**src/rtl/pwm_decoder.sv**
```systemverilog
// pwm_decoder: measures an incoming PWM waveform and recovers its frequency and duty codes
module pwm_decoder #(
  parameter int CNT_W   = 8,
  parameter int TOL     = 1,
  parameter int TIMEOUT = 160
) (
  input  logic       i_clk,
  input  logic       i_rst_n,
  input  logic       i_pwm,
  output logic [1:0] o_freq,
  output logic [3:0] o_duty,
  output logic       o_valid,
  output logic       o_static,
  output logic       o_err,
  output logic       o_update
);
  typedef enum logic [1:0] {S_WAIT, S_MEAS, S_STATIC} state_t;
  localparam logic [CNT_W-1:0] CNT_MAX = '1;
  localparam logic [CNT_W-1:0] CNT_ONE = CNT_W'(1);
  localparam logic [CNT_W-1:0] TO_VAL  = CNT_W'(TIMEOUT);
  logic             meta_q, s_q, sd_q;
  logic [CNT_W-1:0] p_cnt_q, p_cnt_d, h_cnt_q, h_cnt_d, h_q, h_d;
  logic             fall_seen_q, fall_seen_d;
  state_t           state_q, state_d;
  logic [1:0]       freq_q, freq_d;
  logic [3:0]       duty_q, duty_d;
  logic             valid_q, valid_d, stat_q, stat_d, err_q, err_d, update_q, update_d;
  logic             rise, fall, timeout, hit, good;
  logic [1:0]       f;
  logic [3:0]       duty_dec;
  int               dq;
  assign rise    = s_q & ~sd_q;
  assign fall    = ~s_q & sd_q;
  assign timeout = p_cnt_q == TO_VAL;
  assign o_freq   = freq_q;
  assign o_duty   = duty_q;
  assign o_valid  = valid_q;
  assign o_static = stat_q;
  assign o_err    = err_q;
  assign o_update = update_q;
  // Two-flop synchronizer plus a delayed copy for edge detection
  always_ff @(posedge i_clk or negedge i_rst_n) begin
    if (!i_rst_n) begin
      meta_q <= 1'b0;
      s_q    <= 1'b0;
      sd_q   <= 1'b0;
    end else begin
      meta_q <= i_pwm;
      s_q    <= meta_q;
      sd_q   <= s_q;
    end
  end
  // Classify the measured period (lowest code wins) and round the high time to a duty code
  always_comb begin
    f   = 2'd0;
    hit = 1'b0;
    for (int c = 3; c >= 0; c--) begin
      if (int'(p_cnt_q) >= (80 >> c) - TOL && int'(p_cnt_q) <= (80 >> c) + TOL) begin
        hit = 1'b1;
        f   = 2'(c);
      end
    end
    dq       = (int'(h_q) + ((8 >> f) >> 1)) >> (3 - f);
    duty_dec = dq > 10 ? 4'd10 : 4'(dq);
    good     = hit && fall_seen_q && h_q <= p_cnt_q;
  end
  // Counters, high-time capture and state/output next values; a rise beats a coincident timeout
  always_comb begin
    state_d     = state_q;
    freq_d      = freq_q;
    duty_d      = duty_q;
    valid_d     = valid_q;
    stat_d      = stat_q;
    err_d       = err_q;
    update_d    = 1'b0;
    p_cnt_d     = rise ? CNT_ONE : (p_cnt_q == CNT_MAX ? p_cnt_q : p_cnt_q + CNT_ONE);
    h_cnt_d     = rise ? CNT_ONE : (s_q && h_cnt_q != CNT_MAX ? h_cnt_q + CNT_ONE : h_cnt_q);
    h_d         = fall ? h_cnt_q : h_q;
    fall_seen_d = rise ? 1'b0 : (fall ? 1'b1 : fall_seen_q);
    if (rise) begin
      state_d = S_MEAS;
      if (state_q == S_MEAS) begin
        update_d = 1'b1;
        err_d    = ~good;
        if (good) begin
          freq_d  = f;
          duty_d  = duty_dec;
          valid_d = 1'b1;
          stat_d  = 1'b0;
        end
      end
    end else if (fall && state_q == S_STATIC) begin
      state_d = S_WAIT;
      p_cnt_d = CNT_ONE;
      stat_d  = 1'b0;
      valid_d = 1'b0;
    end else if (timeout && state_q != S_STATIC) begin
      state_d  = S_STATIC;
      valid_d  = 1'b1;
      stat_d   = 1'b1;
      duty_d   = s_q ? 4'd10 : 4'd0;
      err_d    = 1'b0;
      update_d = 1'b1;
    end
  end
  // Measurement and decoded-output registers
  always_ff @(posedge i_clk or negedge i_rst_n) begin
    if (!i_rst_n) begin
      p_cnt_q     <= '0;
      h_cnt_q     <= '0;
      h_q         <= '0;
      fall_seen_q <= 1'b0;
      state_q     <= S_WAIT;
      freq_q      <= 2'd0;
      duty_q      <= 4'd0;
      valid_q     <= 1'b0;
      stat_q      <= 1'b0;
      err_q       <= 1'b0;
      update_q    <= 1'b0;
    end else begin
      p_cnt_q     <= p_cnt_d;
      h_cnt_q     <= h_cnt_d;
      h_q         <= h_d;
      fall_seen_q <= fall_seen_d;
      state_q     <= state_d;
      freq_q      <= freq_d;
      duty_q      <= duty_d;
      valid_q     <= valid_d;
      stat_q      <= stat_d;
      err_q       <= err_d;
      update_q    <= update_d;
    end
  end
endmodule

```
**config.mk**
```make
export PLATFORM = sky130hd
export DESIGN_NAME = pwm_decoder
export DESIGN_NICKNAME = d
export VERILOG_FILES = /design/src/rtl/pwm_decoder.sv
export SDC_FILE = /design/constraint.sdc
export NUM_CORES = 1
export LEC_CHECK = 0
export BUFFER_PORTS_ARGS = -buffer_cell sky130_fd_sc_hd__buf_2
export CAP_MARGIN = 20
export CORE_MARGIN = 2
export CORE_UTILIZATION = 55
export CTS_CLUSTER_DIAMETER = 100
export DETAILED_ROUTE_END_ITERATION = 12
export PLACE_DENSITY_LB_ADDON = 0.1
export SLEW_MARGIN = 20
export SYNTH_ARGS = -nofsm -noshare
export SYNTH_HDL_FRONTEND = slang
export SYNTH_SLANG_ARGS = --single-unit
```
**constraint.sdc**
```tcl
create_clock -name i_clk -period 5.6 [get_ports i_clk]
set_clock_uncertainty 0.2 [all_clocks]
set_input_delay 1.12 -clock i_clk [delete_from_list [all_inputs] [get_ports i_clk]]
set_output_delay 1.12 -clock i_clk [all_outputs]
set_load 0.05 [all_outputs]
```
Yosys cells after proc, flatten, opt, wreduce, memory -nomap -nowiden
Index checks and enable logic that the tools add are counted.
{"block": "op_classes", "add_sub_neg": 4, "multipliers": 0, "div_mod_pow": 0, "n_lt_le_gt_ge": 10, "eq_ne": 9, "shifts": 2, "n_mux": 42, "n_bitwise": 5, "reduce_logical": 17}
{"op": "$mux W8", "count": 6}
{"op": "$add A8 B31 Y32", "count": 1}
{"op": "$gt A32 B5 Y1 const B", "count": 1}
{"op": "$shr A32 B32 Y32", "count": 1}
{"op": "$shr A4 B2 Y32 const A", "count": 1}
{"op": "$mux W4", "count": 7}
{"op": "$mux W1", "count": 22}
{"op": "$add A8 B1 Y8 const B", "count": 2}
{"op": "$eq A8 B8 Y1 const B", "count": 2}
{"op": "$mux W2", "count": 7}
{"op": "$logic_and A1 B1 Y1", "count": 9}
{"op": "$reduce_and A3 Y1", "count": 3}
{"op": "$ge A8 B4 Y1 const B", "count": 1}
{"op": "$ge A8 B5 Y1 const B", "count": 1}
{"op": "$ge A8 B6 Y1 const B", "count": 1}
{"op": "$ge A8 B7 Y1 const B", "count": 1}
{"op": "$le A8 B4 Y1 const B", "count": 1}
{"op": "$le A8 B5 Y1 const B", "count": 1}
{"op": "$le A8 B6 Y1 const B", "count": 1}
{"op": "$le A8 B7 Y1 const B", "count": 1}
{"op": "$le A8 B8 Y1", "count": 1}
{"op": "$ne A8 B8 Y1 const B", "count": 1}
{"op": "$reduce_bool A2 Y1", "count": 3}
{"op": "$ne A2 B1 Y1 const B", "count": 2}
{"op": "8 further kinds", "count": 12}
{"block": "word_totals", "ff_bits": 40, "latch_bits": 0, "ram_bits": 0, "romBits": 0, "inputBits": 3, "out_inout_bits": 10, "elab_cells": 103, "memories": 0}

Depth between registers and ports, before layout
{"block": "logic_depth", "depth_word": 14, "depth_mapped": 15, "depth_no_buf": 15}

Least setup slack after synthesis
No wires, ideal clock.
{"block": "synth_path", "path_kind": "register to register", "start": "register p_cnt_q[0]", "end": "register duty_q[1], in the netlist o_duty[1]", "setup_ns": 0.119, "arrival_time_ns": 3.306, "t_required_ns": 5.281, "slack_ns": 1.975, "stages_incl_launch_ff": 15, "cell_sequence": "dfrtp_1 > ha_1 > a21oi_1 > or4_1 > a31oi_1 > buf_2 > nor2_1 > ha_1 > or2_2 > a211oi_1 > o211ai_1 > a21oi_1 > a211o_1 > o311ai_0 > o21a_1"}
{"block": "synth_via", "elab_chain_len": 14}
{"element": "start: declaration", "line_no": "22", "rtl": "logic [CNT_W-1:0] p_cnt_q, p_cnt_d, h_cnt_q, h_cnt_d, h_q, h_d;"}
{"element": "start signal: assignment", "line_no": "121", "rtl": "p_cnt_q <= p_cnt_d;"}
{"element": "$ge A8 B4 Y1 or $le A8 B4 Y1 (tied branches)", "line_no": "58", "rtl": "if (int'(p_cnt_q) >= (80 >> c) - TOL && int'(p_cnt_q) <= (80 >> c) + TOL) begin"}
{"element": "$logic_and A1 B1 Y1", "line_no": "58"}
{"element": "$mux W2 (4 in series)", "line_no": "58"}
{"element": "$shr A4 B2 Y32", "line_no": "63", "rtl": "dq = (int'(h_q) + ((8 >> f) >> 1)) >> (3 - f);"}
{"element": "$add A8 B31 Y32", "line_no": "63"}
{"element": "$shr A32 B32 Y32", "line_no": "63"}
{"element": "$gt A32 B5 Y1", "line_no": "64", "rtl": "duty_dec = dq > 10 ? 4'd10 : 4'(dq);"}
{"element": "$mux W4", "line_no": "64"}
{"element": "$mux W4", "line_no": "85", "rtl": "if (good) begin"}
{"element": "$mux W4", "line_no": "82", "rtl": "if (state_q == S_MEAS) begin"}
{"element": "$mux W4", "line_no": "80", "rtl": "if (rise) begin"}
{"element": "end signal: assignment", "line_no": "127", "rtl": "duty_q <= duty_d;"}
{"element": "end: declaration", "line_no": "26", "rtl": "logic [3:0] duty_q, duty_d;"}
Several ways; a longest one is shown, not always the timed one. The select of a mux whose other input is x is not followed.
A chain may end at the register's enable or synchronous reset.

Worst setup path after layout
{"block": "layout_path", "start": "register p_cnt_q[0]", "end": "register duty_q[0], in the netlist o_duty[0]"}
The elaborated chain is that of the path after synthesis.

==> results.md <==
- Hpwl dp: 4072 microns
- Overflow after GRT: 0
- Post-CTS setup repair buffer count: 0
- Post-route DRC: 0
- VDD IR-drop max: 0.1787 mV
- Period minus WS final: 3943 ps
- First-pass GRT wire length: 9321 microns
- Post-synth cell types: 51
- Ys Warns: 0
- Pleak: 1.288 nW
- Post-synth ARST share: 100.0%
- Clock Sinks: 40
- Clock latency on the worst-skew pair: 290 ps
- RSZ-0062 raised after global routing: no
- Vias in the first global route: 1906
- Hold Crit Class: register to register
- Worst R2R Setup Slack: 1660 ps
- Synth Net Count: 298
- Die extent in x: 72.72 microns
- DRT iter0 DRCs: 206
- Top cells by area, synth: dfrtp_1 39%, ha_1 8.7%, nor2_1 4.6%
- CP Class: register to register
- Slew @ Worst Pin: 876.2 ps
- CP Data Arrival Time: 3930 ps
- Gpl congestion: 0.8726
- Post-route cell area: 2771 sq um
- Die Height: 72.72 microns
- Fin nets: 308
- Cell taking the most area after synthesis: dfrtp_1
- Final Max Slew Viols: 0
- Hold slack: 155.8 ps
- Slew HR: 41.58%
- Slowest stage cell, crit path: or4_1
- Die Area: 5288 sq um
- CP Capture Type: register
- Hold Fails Final Rpt: 0
- DRT Pass-1 Iters: 5
- Worst EP required: 5590 ps
- CP max stage delay: 500 ps
- CP Launch Type: register
- Post-synth EDFFs: 0
- Total number of vias: 2048
- TritonCTS clock tree: yes
- Placed Instance Area: 2674 sq um
- Hold_buf cts: 0
- Seq/Total Area, Yosys: 38.54%
- Total GRT Usage: 22.63%
- Post-route ant nets: 0
- Status: finished, final reports clean
- IO Port Bufs: 12
- Max frequency: 0.2536 GHz
- Initial Utilization: 56.11%
- Row cnt: 25
- Vias per cell: 6.006
- Drt total wl: 5393 microns
- Delay-heaviest family, CP: simple AND/OR/NAND/NOR gates
- Period utilisation layout: 70.41%
- Setup Viol. Count Final: 0
- Setup_tns: 0 ps
- Yosys top cell area share: 38.54%
- Avg Cell Area, Syn: 9.411 sq um
- Count of state elements after synthesis: 40
- Max clock buf depth: 2
- Clock H-tree levels: 2
- Post-CTS sizing: 0
- WL/cell: 15.82 microns
- Clock root buffer master: clkbuf_8
- Pwr/cell area: 406.4 nW/um^2
- Reg clk slew, reported paths: 80 ps
- Max FO, Critical Path: 11
- Worst path cell trace: inv_1 -> ha_1 -> nor2b_1 -> or4_1 -> nand2_1 -> nor2_1 -> ha_1 -> a211oi_1 -> nor2_1 -> xor2_1 -> a211oi_1 -> o311ai_1 -> a21o_1 -> o21ai_1
- Netlist Area Pre-Place: 2597 sq um
- Layout cell share with drive strength beyond 1: 12.20%
- Initial antenna violation count: 0
- Core area: 4629 sq um
- Dominant synthesized flop cell: dfrtp_1
- Post-Synthesis Cells: 276
- Ports: 13
- Largest net degree at the start of global routing: 41
- Buf+Inv Stages, Crit Path: 1
- CTS Buf Count: 5
- Antenna diode count: 0
- Max Cap Viol: 0
- Area grow syn2layout: 6.696%
[layout by cell type (no fill, tap or decap), types with 3 or more instances in the layout]
cell type  netlist  final
inv_1           12     12
a21oi_1         16     16
a21o_1           7      7
ha_1            18     18
nand3_1         14     14
o2111ai_1        3      3
nand4_1          9      9
o21a_1           3      3
dfrtp_1         40     40
o21ai_0          5      5
xor2_1           7      7
clkbuf_8         0      6
nor2_1          32     32
nand2_1         17     17
nor2b_1          5      5
mux2_2          10     10
nor3_1           4      4
a31oi_1          3      3
a211o_1          4      4
or4_1            4      4
xnor2_1         10     10
a211oi_1         6      6
nand2b_1         4      4
buf_2            2     12
[cells in the mapped netlist (all sizes together) (2+ instances only)]
cell and instances:
a211o 4, o22ai 2, buf 5, clkbuf 5, inv 13, mux2 10
o211ai 2, and4 2, and3 2, nand2b 4, nand4 9, nor4 2
xnor2 10, mux2i 2, o311ai 2, a21oi 16, a211oi 6, or4 4
nand3 14, nand2 17, nor2b 5, nor3 4, a31oi 3, a21o 7
or3 2, o21ai 7, o2111ai 3, dfrtp 40, xor2 7, ha 18
o21a 3, nor2 32
[cells by family (layout without fill, tap and decap cells)]
group / Yosys count / after routing / share of synthesized area, %
AO/OA/AOI/OAI: 64 / 64 / 17.63
XOR/XNOR: 17 / 17 / 5.732
adder cells (fa/ha/maj): 19 / 19 / 9.441
buffers and inverters: 23 / 34 / 4.142
flip-flops: 40 / 40 / 38.54
multiplexers: 12 / 12 / 5.106
AND/OR/NAND/NOR: 101 / 101 / 19.41
[worst paths after layout]
| kind | startpoint | end | cells after the start |
|---|---|---|---|
| setup / recovery | p_cnt_q[0] | o_duty[0] | 14 |
| hold / removal | meta_q | s_q | 0 |
| setup reg to reg | p_cnt_q[0] | o_duty[0] | 14 |
| hold reg to reg | meta_q | s_q | 0 |
| max in group asynchronous | i_rst_n | meta_q | 1 |
| min in group asynchronous | i_rst_n | o_static | 1 |
[layout make-up]
cell class              instances  area, sq um
fillers                       433         1858
multi-input cells             213         1489
flip-flops and latches         40         1001
clock buffers                   6        82.58
repair buffers                 13        67.56
well taps                      54        67.56
inverters                      13        48.80
clock inverters                 2        15.01
[where the power goes]
group	switching, mW	internal [mW]	total [mW]
logic	0.323	0.191	0.515
clock network	0.104	0.0997	0.204
registers	0.0653	0.343	0.408
total	0.492	0.634	1.13
[state kept, by name, summed over array words and instances (netlist names)]
signal	cells
h_cnt_q	8
h_q	8
p_cnt_q	8
o_duty	4
o_freq	2
state_q	2
fall_seen_q	1
meta_q	1
o_err	1
o_static	1
o_update	1
o_valid	1
s_q	1
sd_q	1
[worst register-to-register path, cell delays in order (launching register included)]
cell      delay, ps
dfrtp_1         480
inv_1           100
ha_1            240
nor2b_1         150
or4_1           500
nand2_1         310
nor2_1          120
ha_1            270
a211oi_1        290
nor2_1          120
xor2_1          390
a211oi_1        170
o311ai_1        260
a21o_1          150
o21ai_1          80
[metrics by stage]
step                      std cells  setup WS [ps]  power [mW]  utilization, %
after floorplan                 276           1975      0.8138               -
after global placement          333           1793      0.9190           57.76
after detailed placement        333           1684      0.9217           57.76
after CTS                       341           1670       1.131           59.86
after global routing            341           1286       1.215           59.86
final                           341           1657       1.126           59.86
[per-layer routing]
metal	global-route usage [%]	share of wire [%]
met1	34.46	52
met2	33.33	44
met3	3.867	3.1
met4	5.967	1.3
met5	0	0
(Power assumes the default switching activity.)
